### src/rtl/pe_mac_param.sv
// Output-stationary systolic PE: forwards data east / weight south, multiply-accumulates
// locally with optional saturation and a sticky overflow flag, and offers a shift-chain drain.
module pe_mac_param #(
  parameter int unsigned DATA_W   = 12,
  parameter int unsigned WEIGHT_W = 8,
  parameter int unsigned ACC_W    = 20,
  parameter int unsigned SATURATE = 1
) (
  input  logic                clk,
  input  logic                rst,
  input  logic                en,
  input  logic                in_valid,
  input  logic                in_first,
  input  logic [DATA_W-1:0]   in_data,
  input  logic [WEIGHT_W-1:0] in_weight,
  output logic                out_valid,
  output logic                out_first,
  output logic [DATA_W-1:0]   out_data,
  output logic [WEIGHT_W-1:0] out_weight,
  output logic [ACC_W-1:0]    acc,
  output logic                ovf,
  input  logic                drain_load,
  input  logic                drain_shift,
  input  logic [ACC_W-1:0]    drain_in,
  input  logic                drain_vin,
  output logic [ACC_W-1:0]    drain_out,
  output logic                drain_vout
);

  localparam int unsigned PROD_W = DATA_W + WEIGHT_W;
  localparam int unsigned SUM_W  = ACC_W + 1;

  // The first product of an accumulation must always fit the accumulator.
  if (ACC_W < PROD_W) begin : g_acc_w_check
    $error("pe_mac_param: ACC_W must be >= DATA_W + WEIGHT_W");
  end

  localparam logic [ACC_W-1:0] ACC_MAX = {1'b0, {(ACC_W-1){1'b1}}};
  localparam logic [ACC_W-1:0] ACC_MIN = {1'b1, {(ACC_W-1){1'b0}}};

  logic                valid_q,   valid_d;
  logic                first_q,   first_d;
  logic [DATA_W-1:0]   data_q,    data_d;
  logic [WEIGHT_W-1:0] weight_q,  weight_d;
  logic [ACC_W-1:0]    acc_q,     acc_d;
  logic                ovf_q,     ovf_d;
  logic [ACC_W-1:0]    drain_q,   drain_d;
  logic                drain_v_q, drain_v_d;

  logic signed [PROD_W-1:0] prod_c;
  logic        [SUM_W-1:0]  prod_ext_c;
  logic        [SUM_W-1:0]  base_ext_c;
  logic        [SUM_W-1:0]  sum_c;
  logic                     sum_oor_c;
  logic        [ACC_W-1:0]  result_c;

  // Full-precision product and ACC_W+1 bit sum; out of range when the top two bits differ.
  always_comb begin
    prod_c     = $signed(in_data) * $signed(in_weight);
    prod_ext_c = {{(SUM_W-PROD_W){prod_c[PROD_W-1]}}, prod_c};
    base_ext_c = in_first ? '0 : {acc_q[ACC_W-1], acc_q};
    sum_c      = base_ext_c + prod_ext_c;
    sum_oor_c  = sum_c[ACC_W] ^ sum_c[ACC_W-1];
    result_c   = sum_c[ACC_W-1:0];
    if (sum_oor_c && (SATURATE != 0)) begin
      result_c = sum_c[ACC_W] ? ACC_MIN : ACC_MAX;
    end
  end

  always_comb begin
    valid_d   = valid_q;
    first_d   = first_q;
    data_d    = data_q;
    weight_d  = weight_q;
    acc_d     = acc_q;
    ovf_d     = ovf_q;
    drain_d   = drain_q;
    drain_v_d = drain_v_q;
    if (en) begin
      valid_d  = in_valid;
      first_d  = in_first;
      data_d   = in_data;
      weight_d = in_weight;
      if (in_valid) begin
        acc_d = result_c;
        if (in_first) begin
          ovf_d = 1'b0;
        end else if (sum_oor_c) begin
          ovf_d = 1'b1;
        end
      end
      // Load samples the pre-edge accumulator, enabling a zero-bubble tile switch.
      if (drain_load) begin
        drain_d   = acc_q;
        drain_v_d = 1'b1;
      end else if (drain_shift) begin
        drain_d   = drain_in;
        drain_v_d = drain_vin;
      end
    end
  end

  always_ff @(posedge clk or posedge rst) begin
    if (rst) begin
      valid_q   <= 1'b0;
      first_q   <= 1'b0;
      data_q    <= '0;
      weight_q  <= '0;
      acc_q     <= '0;
      ovf_q     <= 1'b0;
      drain_q   <= '0;
      drain_v_q <= 1'b0;
    end else begin
      valid_q   <= valid_d;
      first_q   <= first_d;
      data_q    <= data_d;
      weight_q  <= weight_d;
      acc_q     <= acc_d;
      ovf_q     <= ovf_d;
      drain_q   <= drain_d;
      drain_v_q <= drain_v_d;
    end
  end

  assign out_valid  = valid_q;
  assign out_first  = first_q;
  assign out_data   = data_q;
  assign out_weight = weight_q;
  assign acc        = acc_q;
  assign ovf        = ovf_q;
  assign drain_out  = drain_q;
  assign drain_vout = drain_v_q;

endmodule

### config.mk
export PLATFORM = sky130hd
export DESIGN_NAME = pe_mac_param
export DESIGN_NICKNAME = d
export VERILOG_FILES = /design/src/rtl/pe_mac_param.sv
export SDC_FILE = /design/constraint.sdc
export NUM_CORES = 1
export LEC_CHECK = 0
export CAP_MARGIN = 0
export CORE_ASPECT_RATIO = 2
export CORE_MARGIN = 2
export CORE_UTILIZATION = 51
export CTS_CLUSTER_SIZE = 12
export DETAILED_ROUTE_END_ITERATION = 8
export HOLD_SLACK_MARGIN = 0.12
export PLACE_DENSITY = 0.79
export SYNTH_ARGS = -nofsm -noshare
export SYNTH_HDL_FRONTEND = slang
export SYNTH_SLANG_ARGS = --single-unit
### constraint.sdc
create_clock -name clk -period 2.9 [get_ports clk]
set_clock_uncertainty 0.2 [all_clocks]
set_input_delay 0.58 -clock clk [delete_from_list [all_inputs] [get_ports clk]]
set_output_delay 0.58 -clock clk [all_outputs]
set_load 0.01 [all_outputs]
==> qor.yml <==
status:
  status: "finished with violations"
  violations: "setup timing"
logic_synthesis:
  synth-main-ff-cell: "dfrtp_1"
  synth_top_area_cell: "dfrtp_1"
  synth-seq-cells: 64
  ys_types: 53
  synth_area_leaders: "dfrtp_1 (22%), fa_1 (22%), ha_1 (9.8%), inv_1 (5.7%), and2_1 (5.4%)"
  synth.avg_cell_area_um2: 9.248
  synth_edf_count: 0
  synthArstFlopShare_pct: 100.0
  synthCells: 785
  yosysSeqAreaShare_pct: 22.06
  yosysWarnings: 0
  netlist.area_leader.share_pct: 22.06
  netlist_area_um2: 7259
  syn_nets: 970
worst_setup_path:
  crit_path_start: "in_weight[7]"
  crit_required_ns: 2.92
  rr_endpoint: "acc[6]"
  r2r_slack_ns: -0.30
  rr_worst_depth: 13
  r2r_start: "acc[0]"
  cp-endpoint: "acc[6]"
  worstSetupStartpointType: "input port"
  path_class: "input port to flip-flop"
  cpMaxStageDelayCell: "fa_1"
  max_stage_delay_ns: 0.51
  endpoint_kind: "flip-flop"
  critPathArrivalTime_ns: 6.33
  critical_path.max_fanout: 8
sta:
  slew_viol_final: 0
  worstMarginPinSlew_ns: 0.7827
  rsz0062_at_grt: "true"
  hold_viol_final: 0
  setup_viol: 21
  layout_min_cycle_time_ns: 6.309
  final.period_utilization_pct: 217.5
  fmax_mhz: 158.5
  slew-limit-headroom_pct: 47.69
  setup_ws_ns: -3.409
place:
  dp_hpwl_um: 15170
  gp_congestion: 0.9094
  io_buffers: 111
global_routing:
  grt_max_degree: 65
  first_global_vias: 7102
  antenna_found_initial: 0
  grtUsageTotal_pct: 28.30
  grt_overflow_total: 0
  grt_pass1_wl_um: 33930
floorplanning:
  die_area_um2: 15260
  ios: 112
  chipHeight_um: 172.7
  rows: 61
  core_um2: 13890
  initial_core_util_pct: 52.26
  die_x_um: 88.37
finish:
  layout_common_cells: "buf_4 (138), inv_1 (96), clkdlybuf4s50_1 (91)"
  final-seq-area_um2: 1602
  nNetsFinal: 1226
  drive_gt1_share_pct: 29.45
  num_antenna_cells: 0
  fillers: 937
  layout.cells.most_common: "buf_4"
  fin_util_pct: 75.82
  syn_to_final_growth_pct: 45.09
  multi_input_comb_area_um2: 5466
detailed_routing:
  drt.antenna.violating_nets: 0
  drt-pass1-iter-count: 4
  drc: 0
  drtIter0Drc: 240
  wl_um: 20620
  vias_per_cell: 5.287
  dr_total_vias: 6529
  post_drt_wl_per_cell_um: 16.69
cts:
  cts_buffer_depth: 2
  numCtsBuffers: 9
  clkLatencyLatePin_ns: 0.34
  hold_buffers: 0
  cts_tree: "done"
  clkTransAtPathRegs_ns: 0.06
  htreeDepth: 3
  cts_sinks: 64
  cts-root-buf: "clkbuf_16"
job:
  maxCapViolCount: 0
worst_hold_path:
  min_path_type: "flip-flop to flip-flop"
-- stage by stage --
stage               setup TNS (ns)  std cells  instance area (um^2)  hold slack [ns]  setup slack, ns
floorplan                   -66.47        785                  7467           0.3162           -3.225
global placement            -85.36       1183                  9628           0.2597           -4.108
detailed placement          -87.50       1183                  9628           0.2691           -4.211
CTS                         -68.98       1230                 10400           0.2816           -3.321
global route                -77.25       1235                 10530           0.3110           -3.728
finish                      -70.53       1235                 10530           0.2778           -3.409
-- flip-flops by register name, indices dropped and copies added (netlist names) --
register,cells
out_weight,8
out_valid,1
acc,20
drain_vout,1
out_first,1
out_data,12
ovf,1
drain_out,20
-- per-layer routing --
metal | track usage [%] | wire (um) | up-vias | share of wire, %
met5 | 0 | 0 | - | 0
met4 | 16.10 | 1130 | 0 | 5.5
met3 | 3.962 | 736 | 75 | 3.6
met2 | 51.28 | 11500 | 205 | 56
met1 | 29.87 | 7243 | 3195 | 35
li1 | - | - | 3054 | -
-- final cells by class --
cell class / instances / share of cell area (%)
Clock buffer: 12 / 2.435
Timing Repair Buffer: 273 / 23.50
Tap cell: 189 / 2.245
Multi-Input combinational cell: 582 / 51.90
Clock inverter: 4 / 0.7246
Sequential cell: 64 / 15.21
Inverter: 111 / 3.991
-- cells in the mapped netlist, types with 9 or more instances --
cell type / number
inv_1: 111
fa_1: 80
nand2_1: 75
dfrtp_1: 64
and2_1: 63
ha_1: 57
o21ai_0: 47
a21oi_1: 34
nor2_1: 25
xnor2_1: 25
clkbuf_1: 24
nor2b_1: 23
o21ai_1: 22
mux2_2: 21
mux2i_1: 20
a21o_1: 16
nor3_1: 9
xor2_1: 9
-- logic make-up after synthesis --
family,count (synthesis),share of synthesized area [%]
buf+inv,139,7.549
mux,41,6.015
compound gates,154,12.96
flops,64,22.06
xor+xnor,36,4.705
simple gates,214,14.82
fa+ha+maj,137,31.89
-- worst min path at each step --
stage,cells after the start,slack (ns),to,startpoint
final,2,0.28,drain_out[1],drain_out[1]
after global routing,2,0.31,drain_out[3],drain_out[3]
after CTS,2,0.28,drain_out[10],drain_out[10]
after detailed placement,2,0.27,drain_out[10],drain_out[10]
after global placement,2,0.26,drain_out[10],drain_out[10]
after floorplan,2,0.32,drain_out[0],drain_out[0]
-- critical path: cells and delay by family --
kind,cells,cell delay [ns]
buffers and inverters,12,1.48
XOR/XNOR,1,0.19
AO/OA/AOI/OAI,9,1.49
adder cells (fa/ha/maj),6,2.49
AND/OR/NAND/NOR,1,0.08
-- timing repair --
| action | in CTS | in global routing |
|---|---|---|
| resized for setup | 138 | 32 |
| setup buffers | 30 | 4 |
| endpoints found under the setup margin | 21 | 21 |
| pin swaps | 43 | 18 |
| gates cloned | 1 | 1 |
Power is left out: the tool's default activity adds up to more than one toggle a clock period on the data nets, which glitch-free logic cannot reach.
